[src/rtl/my_pkg.sv]
// Shared definitions for the register-file write-port arbiter.
//   DATA_WIDTH      : width of the register-file data path
//   REG_ADDR_WIDTH  : width of a register index (x0..x31)
//   wb_arb_state_e  : arbiter FSM state encoding
package my_pkg;

  localparam int DATA_WIDTH     = 32;
  localparam int REG_ADDR_WIDTH = 5;

  typedef enum logic {
    NORMAL  = 1'b0,
    FORCE_B = 1'b1
  } wb_arb_state_e;

endpackage : my_pkg

[src/rtl/wb_port_arbiter_sat_counter.sv]
// Saturating event counter.
// Counts cycles where inc is high. It sticks at all-ones instead of wrapping.
// Ports:
//   clk   : clock
//   rst   : asynchronous active-high reset, clears the count
//   inc   : count enable for this cycle
//   count : current count value
module sat_counter #(
  parameter int WIDTH = 32
) (
  input  logic             clk,
  input  logic             rst,
  input  logic             inc,
  output logic [WIDTH-1:0] count
);

  logic [WIDTH-1:0] count_reg;

  always_ff @(posedge clk or posedge rst) begin
    if (rst) begin
      count_reg <= '0;
    end else if (inc && (count_reg != '1)) begin
      count_reg <= count_reg + 1'b1;
    end
  end

  assign count = count_reg;

endmodule : sat_counter

[src/rtl/wb_port_arbiter.sv]
// Register-file write-port arbiter.
// Arbitrates the single RF write port between the in-order pipeline
// write-back (A) and a long-latency unit (B). A wins by default.
// B is granted when A is idle, or when B has waited STARVE_LIMIT cycles.
// In that forced case, A is stalled for one cycle.
// If A and B target the same non-zero register in the same cycle, the B
// result is dropped. The A result is younger, so B's write must not land.
// The winning write is registered and appears one cycle after the grant.
// Writes to x0 are accepted but do not assert rf_we.
//
// Ports:
//   clk, rst                  : clock, asynchronous active-high reset
//   a_valid/a_rd/a_data       : pipeline write-back request
//   a_ready                   : A accepted this cycle (combinational)
//   b_valid/b_rd/b_data       : long-latency unit request
//   b_ready                   : B consumed (written or squashed) this cycle
//   rf_we/rf_waddr/rf_wdata   : registered register-file write port
//
// Optional feature (macro WB_ARB_PERF_CNT_EN):
//   perf_force_cnt   : saturating count of forced B grants
//   perf_a_stall_cnt : saturating count of cycles with a_valid && !a_ready
module wb_port_arbiter
  import my_pkg::*;
#(
  parameter int STARVE_LIMIT = 4
) (
  input  logic                      clk,
  input  logic                      rst,
  input  logic                      a_valid,
  input  logic [REG_ADDR_WIDTH-1:0] a_rd,
  input  logic [DATA_WIDTH-1:0]     a_data,
  output logic                      a_ready,
  input  logic                      b_valid,
  input  logic [REG_ADDR_WIDTH-1:0] b_rd,
  input  logic [DATA_WIDTH-1:0]     b_data,
  output logic                      b_ready,
`ifdef WB_ARB_PERF_CNT_EN
  output logic [31:0]               perf_force_cnt,
  output logic [31:0]               perf_a_stall_cnt,
`endif
  output logic                      rf_we,
  output logic [REG_ADDR_WIDTH-1:0] rf_waddr,
  output logic [DATA_WIDTH-1:0]     rf_wdata
);

  localparam logic [3:0] LIMIT = 4'(STARVE_LIMIT);

  wb_arb_state_e             state_reg, state_next;
  logic [3:0]                wait_cnt_reg, wait_cnt_next;
  logic                      rf_we_reg, rf_we_next;
  logic [REG_ADDR_WIDTH-1:0] rf_waddr_reg, rf_waddr_next;
  logic [DATA_WIDTH-1:0]     rf_wdata_reg, rf_wdata_next;

  logic grant_a;
  logic grant_b;
  logic force_b;
  logic waw_squash;

  // Arbitration, FSM next state and output-register next values.
  always_comb begin
    a_ready       = 1'b1;
    b_ready       = 1'b0;
    grant_a       = 1'b0;
    grant_b       = 1'b0;
    waw_squash    = 1'b0;
    state_next    = NORMAL;
    wait_cnt_next = 4'd0;
    rf_we_next    = 1'b0;
    rf_waddr_next = rf_waddr_reg;
    rf_wdata_next = rf_wdata_reg;

    // FORCE_B without a B request is a protocol violation.
    // That cycle is arbitrated like NORMAL.
    force_b = (state_reg == FORCE_B) && b_valid;

    if (force_b) begin
      a_ready = 1'b0;
      grant_b = 1'b1;
      b_ready = 1'b1;
    end else begin
      grant_a    = a_valid;
      grant_b    = !a_valid && b_valid;
      waw_squash = a_valid && b_valid && (a_rd == b_rd) && (a_rd != '0);
      b_ready    = grant_b || waw_squash;
    end

    // Starvation tracking: count cycles B is left waiting.
    if (b_valid && !b_ready) begin
      wait_cnt_next = wait_cnt_reg + 4'd1;
      if ((wait_cnt_reg + 4'd1) == LIMIT) begin
        state_next = FORCE_B;
      end
    end

    // Registered write. Address and data hold when no write is issued.
    if (grant_a) begin
      rf_we_next = (a_rd != '0);
      if (a_rd != '0) begin
        rf_waddr_next = a_rd;
        rf_wdata_next = a_data;
      end
    end else if (grant_b) begin
      rf_we_next = (b_rd != '0);
      if (b_rd != '0) begin
        rf_waddr_next = b_rd;
        rf_wdata_next = b_data;
      end
    end
  end

  always_ff @(posedge clk or posedge rst) begin
    if (rst) begin
      state_reg    <= NORMAL;
      wait_cnt_reg <= 4'd0;
      rf_we_reg    <= 1'b0;
      rf_waddr_reg <= '0;
      rf_wdata_reg <= '0;
    end else begin
      state_reg    <= state_next;
      wait_cnt_reg <= wait_cnt_next;
      rf_we_reg    <= rf_we_next;
      rf_waddr_reg <= rf_waddr_next;
      rf_wdata_reg <= rf_wdata_next;
    end
  end

  assign rf_we    = rf_we_reg;
  assign rf_waddr = rf_waddr_reg;
  assign rf_wdata = rf_wdata_reg;

`ifdef WB_ARB_PERF_CNT_EN
  sat_counter #(.WIDTH(32)) u_force_cnt (
    .clk   (clk),
    .rst   (rst),
    .inc   (force_b),
    .count (perf_force_cnt)
  );

  sat_counter #(.WIDTH(32)) u_a_stall_cnt (
    .clk   (clk),
    .rst   (rst),
    .inc   (a_valid && !a_ready),
    .count (perf_a_stall_cnt)
  );
`endif

endmodule : wb_port_arbiter
[config.mk]
export PLATFORM = sky130hd
export DESIGN_NAME = wb_port_arbiter
export DESIGN_NICKNAME = d
export VERILOG_FILES = /design/src/rtl/my_pkg.sv /design/src/rtl/wb_port_arbiter_sat_counter.sv /design/src/rtl/wb_port_arbiter.sv
export SDC_FILE = /design/constraint.sdc
export NUM_CORES = 1
export LEC_CHECK = 0
export ABC_AREA = 0
export CORE_AREA = 2 2 82 84
export DETAILED_ROUTE_END_ITERATION = 10
export DIE_AREA = 0 0 84 86
export GPL_TIMING_DRIVEN = 0
export HOLD_SLACK_MARGIN = 0.08
export PLACE_DENSITY_LB_ADDON = 0.3
export SLEW_MARGIN = 20
export SYNTH_ARGS = -nofsm -noshare
export SYNTH_HDL_FRONTEND = slang
export SYNTH_HIERARCHICAL = 1
export SYNTH_SLANG_ARGS = --single-unit
[constraint.sdc]
create_clock -name clk -period 1.8 [get_ports clk]
set_clock_uncertainty 0.05 [all_clocks]
set_input_delay 0.27 -clock clk [delete_from_list [all_inputs] [get_ports clk]]
set_output_delay 0.27 -clock clk [all_outputs]
set_load 0.01 [all_outputs]
==> impl_metrics.py, run 1 <==
metrics = {
    "run_status": {
        "outcome": "finished, final reports clean",
    },
    "global_routing": {
        "gr-total-overflow": 0,
        "antenna_found_initial": 0,
        "grt_pass1_wl_um": 9110,
        "grt_usage_pct": 15.7,
        "grt_max_degree": 31,
        "grt_pass1_vias": 1933,
    },
    "synthesis": {
        "ys_types": 22,
        "synth.avg_cell_area_um2": 14.5,
        "yosys_warnings": 6,
        "yosysSeqAreaShare_pct": 48.0,
        "ys_ff_latch": 43,
        "syn_area_um2": 2240,
        "synthesis.nets": 234,
        "syn_inst": 155,
    },
    "sta": {
        "worstMarginPinSlew_ns": 0.643,
        "finalSetupViolCount": 0,
        "maxSlewViolCount": 0,
        "grt_setup_unrepaired": "true",
        "hold_viol": 0,
        "whs_ns": 0.208,
        "max_freq_ghz": 0.571,
        "relSlewSlack_pct": 56.5,
        "period_needed_ns": 1.75,
        "fin_crit_sh_pct": 97.3,
    },
    "detailed_routing": {
        "num_vias": 1692,
        "wirelength_um": 5350,
        "wl_per_cell_um": 14.8,
        "vias_per_cell": 4.67,
        "firstDrtPassIters": 3,
        "drt_iter0_drc": 21,
        "postRouteAntennaNets": 0,
        "drcViolationCount": 0,
    },
    "min_path": {
        "hp-class": "input pin to async pin",
    },
    "placed_design": {
        "io_buffer_count": 117,
        "placed_cell_area_um2": 3530,
        "place_hpwl_um": 4160,
        "place_congestion": 0.743,
    },
    "floorplanning": {
        "initial_core_util_pct": 35.7,
        "fp.dieW_um": 84,
        "fp.dieH_um": 86,
        "coreArea_um2": 6280,
        "ioPinCount": 118,
        "placementRows": 29,
        "dieArea_um2": 7220,
    },
    "layout": {
        "mostFrequentLayoutCell": "clkdlybuf4s50_1",
        "fin_util_pct": 58.7,
        "final_cell_mix": "106 x clkdlybuf4s50_1, 55 x mux2_2, 43 x dfrtp_1",
        "largest_reg_flops": 32,
        "antenna_cells": 0,
        "synthToLayoutAreaGrowth_pct": 64.2,
        "drive_above_1_share_pct": 35.8,
        "stdcell_area_um2": 3680,
        "num-nets-final": 363,
        "fill_cells": 552,
    },
    "power_and_ir_drop": {
        "combinationalPowerShare_pct": 31.6,
        "powerDensity_nw_per_um2": 717,
        "ir_drop_mv": 0.437,
        "swShare_pct": 24.4,
        "p_int_mw": 2.00,
        "p_switching_mw": 0.644,
        "clkPwrFrac_pct": 25.2,
        "p_seq_share_pct": 43.2,
        "p_leak_nw": 1.56,
        "p_total_mw": 2.64,
    },
    "clock_network": {
        "cts_sinks": 43,
        "clock_latency_ns": 0.29,
        "cts_tree": "built",
        "numCtsBuffers": 5,
        "cts_root_buf": "clkbuf_8",
        "htreeDepth": 2,
        "clkTransAtPathRegs_ns": 0.08,
        "clockBufferDepth": 2,
    },
    "run": {
        "max_cap_viol_count": 0,
    },
    "setup_path": {
        "arrival_ns": 1.88,
        "endpoint_kind": "flip-flop",
        "crit_required_ns": 1.93,
        "cp_max_fo": 10,
        "crit_path_start_kind": "input pin",
        "crit_type": "input pin to flip-flop",
    },
}
-- path summary, 6_finish.rpt --
path                            startpoint         endpoint  slack [ns]  cells past startpoint
min in group clk                   b_valid  wait_cnt_reg[1]        0.40                      3
max reg2reg                      state_reg      rf_waddr[3]        0.11                      5
min reg2reg                wait_cnt_reg[3]        state_reg        0.41                      1
max in group asynchronous              rst      rf_waddr[0]        1.04                      3
max                                a_valid      rf_waddr[3]        0.05                      6
min                                    rst      rf_wdata[9]        0.21                      2
-- layer usage --
metal / global-route usage [%] / part of all wire [%] / up-vias
met4: 3.96 / 1.1 / 0
met2: 28.2 / 50 / 61
met1: 17.9 / 42 / 812
met5: 0 / 0 / -
li1: - / - / 813
met3: 5.68 / 7.5 / 6
-- critical path, cell delays in order --
cell,delay (ns)
clkdlybuf4s50_1,0.47
a21boi_2,0.18
buf_4,0.15
buf_4,0.19
mux2_2,0.36
mux2_4,0.26
-- cells in the mapped netlist (all sizes together) --
library cell | number | area (um^2)
inv | 2 | 7.51
o21ai | 2 | 17.5
nand3 | 1 | 5.00
nor4b | 1 | 8.76
mux2 | 74 | 905
nand2 | 2 | 7.51
o311ai | 1 | 8.76
a21boi | 1 | 7.51
ha | 1 | 12.5
nand2b | 1 | 6.26
or4 | 2 | 18.8
nand4 | 1 | 6.26
nor2 | 6 | 22.5
buf | 8 | 58.8
xor2 | 1 | 8.76
xnor2 | 6 | 52.6
o31ai | 1 | 7.51
dfrtp | 43 | 1080
nor2b | 1 | 6.26
-- cell type report --
| type | instances | area, um^2 | area share, % |
|---|---|---|---|
| Tap cell | 77 | 96.3 | 2.62 |
| Timing Repair Buffer | 122 | 1210 | 32.8 |
| Clock buffer | 8 | 100 | 2.72 |
| Sequential cell | 43 | 1080 | 29.2 |
| Inverter | 2 | 7.51 | 0.204 |
| Multi-Input combinational cell | 102 | 1110 | 30.2 |
| Buffer | 8 | 81.3 | 2.21 |
-- timing repair --
action / 4_1_cts / 5_1_grt
gates resized for setup: 20 / 6
hold buffers: 0 / 0
endpoints found under the setup margin: 43 / 37
pin swaps: 3 / 2
setup buffers: 2 / 2
-- cell families (layout without fill, tap and decap cells) --
group | count (synthesis) | after routing | share of synthesized area (%)
DFF | 43 | 43 | 48.0
xor gates and xnor gates | 7 | 7 | 2.73
AOI/OAI and AO/OA | 5 | 5 | 1.84
muxes | 74 | 74 | 40.3
adders and majority gates | 1 | 1 | 0.558
and+or+nand+nor | 15 | 15 | 3.63
buffers and inverters | 10 | 140 | 2.96
-- stage by stage --
stage                     setup TNS, ns  std cells  worst slack (ns)
final                                 0        362            0.0485
after global routing           -0.00977        362          -0.00740
after CTS                             0        360          0.000102
after detailed placement         -20.53        350            -0.543
after global placement           -39.71        349            -0.534
after floorplan                       0        155            0.0636
-- power by group through the flow --
stage	registers [mW]	clock network, mW	logic (mW)
floorplan	1.21	0	0.308
global placement	1.16	0	0.824
detailed placement	1.16	0	0.838
CTS	1.14	0.689	0.840
global route	1.16	0.729	0.894
finish	1.14	0.665	0.835
(Power assumes the default switching activity.)
==> inputs of run 2 (changes only) <==
--- a/config.mk
+++ b/config.mk
@@ -11,7 +11,7 @@
 export DIE_AREA = 0 0 84 86
 export GPL_TIMING_DRIVEN = 0
 export HOLD_SLACK_MARGIN = 0.08
-export PLACE_DENSITY_LB_ADDON = 0.3
+export PLACE_DENSITY = 0.76
 export SLEW_MARGIN = 20
 export SYNTH_ARGS = -nofsm -noshare
 export SYNTH_HDL_FRONTEND = slang
==> run 2 against run 1 <==
- global-route usage down 1.1 points
- total power down 2.3%
- utilization about the same
- non-clock buffer count unchanged
- sequential power about the same
- clock-buffer cell count down 2
- die area unchanged
- critical endpoint is now rf_wdata[28]
==> impl_metrics.py, run 2 (synthesized netlist as in run 1, its figures left out) <==
metrics = {
    "run_status": {
        "outcome": "finished, final reports clean",
    },
    "clock_network": {
        "cts_root_buf": "clkbuf_8",
        "cts_tree": "built",
        "ctsHoldBuffers": 0,
        "clock_latency_ns": 0.29,
        "htreeDepth": 2,
        "cts_sinks": 43,
        "numCtsBuffers": 5,
        "clkTransAtPathRegs_ns": 0.08,
        "clockBufferDepth": 2,
    },
    "setup_path": {
        "cp_max_fo": 10,
        "crit_type": "input pin to flip-flop",
        "r2r-end": "rf_wdata[0]",
        "r2r-start": "state_reg",
        "crit_required_ns": 1.93,
        "rrSetupSlack_ns": 0.10,
        "endpoint_kind": "flip-flop",
        "worstRegToRegCells": 5,
        "crit_path_start_kind": "input pin",
        "arrival_ns": 1.89,
    },
    "min_path": {
        "hp-class": "input pin to async pin",
    },
    "sta": {
        "worstMarginPinSlew_ns": 0.653,
        "max_freq_ghz": 0.567,
        "grt_setup_unrepaired": "true",
        "finalSetupViolCount": 0,
        "maxSlewViolCount": 0,
        "relSlewSlack_pct": 55.8,
        "worst_slack_ns": 0.0371,
        "hold_viol": 0,
        "period_needed_ns": 1.76,
        "fin_crit_sh_pct": 97.9,
    },
    "floorplanning": {
        "initial_core_util_pct": 35.7,
        "coreArea_um2": 6280,
        "fp.dieW_um": 84,
        "ioPinCount": 118,
        "fp.dieH_um": 86,
        "placementRows": 29,
        "dieArea_um2": 7220,
    },
    "detailed_routing": {
        "firstDrtPassIters": 4,
        "wirelength_um": 5030,
        "postRouteAntennaNets": 0,
        "num_vias": 1700,
        "drt_iter0_drc": 14,
        "drcViolationCount": 0,
        "wl_per_cell_um": 13.9,
        "vias_per_cell": 4.71,
    },
    "power_and_ir_drop": {
        "p_leak_nw": 1.57,
        "p_total_mw": 2.58,
        "ir_drop_mv": 0.314,
        "powerDensity_nw_per_um2": 701,
    },
    "layout": {
        "fin_util_pct": 58.6,
        "num-nets-final": 363,
        "mostFrequentLayoutCell": "clkdlybuf4s50_1",
        "largest_reg_flops": 32,
        "final_cell_mix": "105 x clkdlybuf4s50_1, 55 x mux2_2, 43 x dfrtp_1",
        "drive_above_1_share_pct": 35.6,
        "antenna_cells": 0,
        "synthToLayoutAreaGrowth_pct": 64.1,
    },
    "run": {
        "max_cap_viol_count": 0,
    },
    "placed_design": {
        "place_hpwl_um": 3940,
        "io_buffer_count": 117,
        "place_congestion": 0.692,
        "pre_cts_ws_ns": -0.553,
    },
    "global_routing": {
        "grt_max_degree": 24,
        "grt_pass1_wl_um": 8360,
        "gr-total-overflow": 0,
        "grt_usage_pct": 14.6,
        "grt_pass1_vias": 1800,
        "antenna_found_initial": 0,
    },
}
-- run 2: area by class of cell --
| type | count | area, um^2 |
|---|---|---|
| plain buffers | 8 | 88.8 |
| clock buffers | 6 | 82.6 |
| clock inverters | 1 | 5.00 |
| fillers | 539 | 2600 |
| inverters | 2 | 7.51 |
| multi-input cells | 102 | 1110 |
| flip-flops and latches | 43 | 1080 |
| well taps | 77 | 96.3 |
| repair buffers | 122 | 1220 |
-- run 2: per-layer routing --
| layer | share of wire (%) | routed length [um] | GRT usage, % | vias to the layer above |
|---|---|---|---|---|
| met4 | 1.1 | 56 | 4.84 | 0 |
| met2 | 51 | 2580 | 26.0 | 66 |
| met5 | 0 | 0 | 0 | - |
| met1 | 40 | 2010 | 17.0 | 813 |
| met3 | 7.7 | 390 | 4.23 | 9 |
| li1 | - | - | - | 812 |
-- run 2: worst max-delay path by stage --
stage	from	endpoint	slack (ns)	depth (start not counted)
after global routing	a_rd[3]	b_ready	-0.007	5
after CTS	a_rd[4]	rf_wdata[1]	0.005	7
after global placement	a_rd[0]	b_ready	-0.52	5
after detailed placement	b_valid	rf_wdata[28]	-0.55	6
final	a_rd[3]	rf_wdata[28]	0.04	7
after floorplan	a_rd[0]	rf_waddr[0]	0.06	6
-- run 2: metrics by stage --
step | setup TNS [ns] | hold slack, ns | instance area [um^2] | instances
after detailed placement | -20.84 | 0.401 | 3540 | 350
final | 0 | 0.261 | 3680 | 361
after global placement | -39.34 | 0.397 | 3510 | 349
after CTS | 0 | 0.272 | 3660 | 360
after global routing | -0.0112 | 0.296 | 3680 | 361
after floorplan | 0 | 0.383 | 2250 | 155
-- run 2: critical path, cell delays in order --
cell and delay, ns:
dlygate4sd2_1 0.26, or4_4 0.56, o21ai_2 0.16, o21ai_2 0.07
buf_6 0.13, buf_12 0.14, mux2_4 0.30
-- run 2: timing repair --
item / 4_1_cts / 5_1_grt
setup endpoints to repair: 43 / 31
pin swaps: 3 / 3
cloned: 0 / 0
resized for setup: 23 / 4
buffers inserted: 3 / 1
-- run 2: report_power, final --
part	internal, mW	switching (mW)	total, mW
registers	1.08	0.0596	1.14
logic	0.568	0.264	0.831
clock network	0.301	0.307	0.608
==> inputs of run 3 (changes only) <==
--- a/config.mk
+++ b/config.mk
@@ -7,6 +7,7 @@
 export LEC_CHECK = 0
 export ABC_AREA = 0
 export CORE_AREA = 2 2 82 84
+export CTS_BUF_LIST = sky130_fd_sc_hd__clkbuf_16
 export DETAILED_ROUTE_END_ITERATION = 10
 export DIE_AREA = 0 0 84 86
 export GPL_TIMING_DRIVEN = 0
==> run 3 against run 2 <==
- global-route usage is 0.14 points higher
- sequential share of layout area is 0.78 points lower
- total power is 9.6% higher
- worst hold slack better by 0.021 ns
- die area stayed put
- fmax is 0.30% higher
- utilization is 1.6 points higher
- wire length is 3.6% higher
- critical path depth stayed put
- final cell count is 0.83% higher
- via count is 1.1% higher
- sequential cell count stayed put
- largest power group unchanged
==> impl_metrics.py, run 3 (synthesized netlist as in run 1, its figures left out) <==
metrics = {
    "clock_network": {
        "htreeDepth": 2,
        "cts_root_buf": "clkbuf_16",
        "clkTransAtPathRegs_ns": 0.06,
        "cts_sinks": 43,
        "numCtsBuffers": 5,
        "clockBufferDepth": 2,
        "clock_latency_ns": 0.28,
        "cts_tree": "built",
    },
    "global_routing": {
        "busiest_layer": "met2",
        "use_met3_pct": 4.23,
        "use_met2_pct": 26.6,
        "antenna_found_initial": 0,
        "grt_pass1_vias": 1827,
        "grt_pass1_wl_um": 8500,
        "grt_max_degree": 24,
        "grt_use_met1_pct": 17.1,
        "gr-total-overflow": 0,
        "grt_usage_pct": 14.8,
    },
    "layout": {
        "antenna_cells": 0,
        "num-nets-final": 366,
        "stdcell_area_um2": 3780,
        "mostFrequentLayoutCell": "clkdlybuf4s50_1",
        "drive_above_1_share_pct": 36.6,
        "final_cell_mix": "104 x clkdlybuf4s50_1, 55 x mux2_2, 43 x dfrtp_1",
        "synthToLayoutAreaGrowth_pct": 68.6,
        "largest_reg_flops": 32,
    },
    "power_and_ir_drop": {
        "powerDensity_nw_per_um2": 748,
        "ir_drop_mv": 0.433,
        "p_leak_nw": 1.62,
        "p_total_mw": 2.83,
    },
    "placed_design": {
        "placed_cell_area_um2": 3540,
        "io_buffer_count": 117,
        "place_hpwl_um": 3940,
        "pre_cts_ws_ns": -0.553,
        "place_congestion": 0.692,
    },
    "setup_path": {
        "cp_cell_sequence": "dlygate4sd2_1 -> or4_1 -> nor2_1 -> o21ai_2 -> buf_6 -> clkbuf_16 -> mux2_4",
        "crit_type": "input pin to flip-flop",
        "slowest_stage": "or4_1",
        "max_stage_delay_ns": 0.52,
        "endpoint_kind": "flip-flop",
        "cp_max_fo": 5,
        "crit_path_start_kind": "input pin",
        "arrival_ns": 1.87,
        "crit_required_ns": 1.91,
    },
    "sta": {
        "finalSetupViolCount": 0,
        "worstMarginPinSlew_ns": 0.660,
        "timing.setup.tns_ns": 0,
        "relSlewSlack_pct": 55.3,
        "max_freq_ghz": 0.569,
        "worst_slack_ns": 0.0424,
        "period_needed_ns": 1.76,
        "fin_crit_sh_pct": 97.6,
        "maxSlewViolCount": 0,
        "hold_viol": 0,
    },
    "floorplanning": {
        "fp.dieW_um": 84,
        "placementRows": 29,
        "dieArea_um2": 7220,
        "fp.dieH_um": 86,
        "ioPinCount": 118,
        "initial_core_util_pct": 35.7,
        "coreArea_um2": 6280,
    },
    "detailed_routing": {
        "firstDrtPassIters": 4,
        "vias_per_cell": 4.72,
        "postRouteAntennaNets": 0,
        "num_vias": 1719,
        "wl_per_cell_um": 14.3,
        "drcViolationCount": 0,
        "drt_iter0_drc": 29,
        "wirelength_um": 5210,
    },
    "min_path": {
        "hp-class": "input pin to async pin",
    },
    "run": {
        "max_cap_viol_count": 0,
    },
    "run_status": {
        "outcome": "finished, final reports clean",
    },
}
-- run 3: changes by cell type in the layout (fill, tap and decap cells not counted), sizes merged --
cell / before / now
buf: 14 / 16
clkbuf: 6 / 8
dlygate4sd2: 9 / 7
clkdlybuf4s15: 0 / 1
clkdlybuf4s50: 105 / 104
clkinv: 1 / 2
-- run 3: metrics by stage --
step                instances  util, %  hold WS (ns)
finish                    364     60.3         0.282
global route              364     60.3         0.324
CTS                       363     59.5         0.296
detailed placement        350     56.4         0.401
global placement          349     56.0         0.397
floorplan                 155        -         0.383
-- run 3: timing repair --
item,CTS,global route
pin swaps,1,4
resized for setup,24,14
hold buffers,0,0
setup endpoints to repair,43,28
setup buffers,6,0
cloned,0,1
-- run 3: final timing paths --
| path | startpoint | endpoint | slack, ns | cells past startpoint |
|---|---|---|---|---|
| worst max-delay path | b_rd[0] | rf_waddr[0] | 0.04 | 7 |
| worst min-delay path | rst | rf_wdata[17] | 0.28 | 2 |
| worst max register to register | state_reg | rf_wdata[27] | 0.10 | 8 |
| worst min register to register | wait_cnt_reg[0] | wait_cnt_reg[0] | 0.41 | 1 |
| max in group asynchronous | rst | rf_waddr[1] | 0.94 | 3 |
| min in group clk | a_rd[4] | rf_waddr[4] | 0.35 | 3 |
-- run 3: layout make-up --
type | count | area, um^2
flip-flops and latches | 43 | 1080
plain buffers | 8 | 91.3
inverters | 2 | 7.51
well taps | 77 | 96.3
clock inverters | 2 | 8.76
repair buffers | 125 | 1260
multi-input cells | 102 | 1120
fillers | 522 | 2490
clock buffers | 5 | 125
-- run 3: layer usage --
metal  part of all wire [%]  vias to the layer above
li1                       -                      822
met1                     40                      827
met2                     52                       66
met3                    7.2                        4
met4                   0.82                        0
met5                      0                        -
-- run 3: worst max-delay path: cells and delay by family --
| family | cells | cell delay (ns) |
|---|---|---|
| buffers and inverters | 3 | 0.56 |
| AND/OR/NAND/NOR | 2 | 0.65 |
| multiplexers | 1 | 0.29 |
| AO/OA/AOI/OAI | 1 | 0.08 |
-- run 3: where the power goes --
part | total [mW] | internal (mW) | switching (mW)
clock network | 0.834 | 0.498 | 0.336
registers | 1.14 | 1.08 | 0.0600
logic | 0.851 | 0.580 | 0.271
total | 2.83 | 2.16 | 0.667
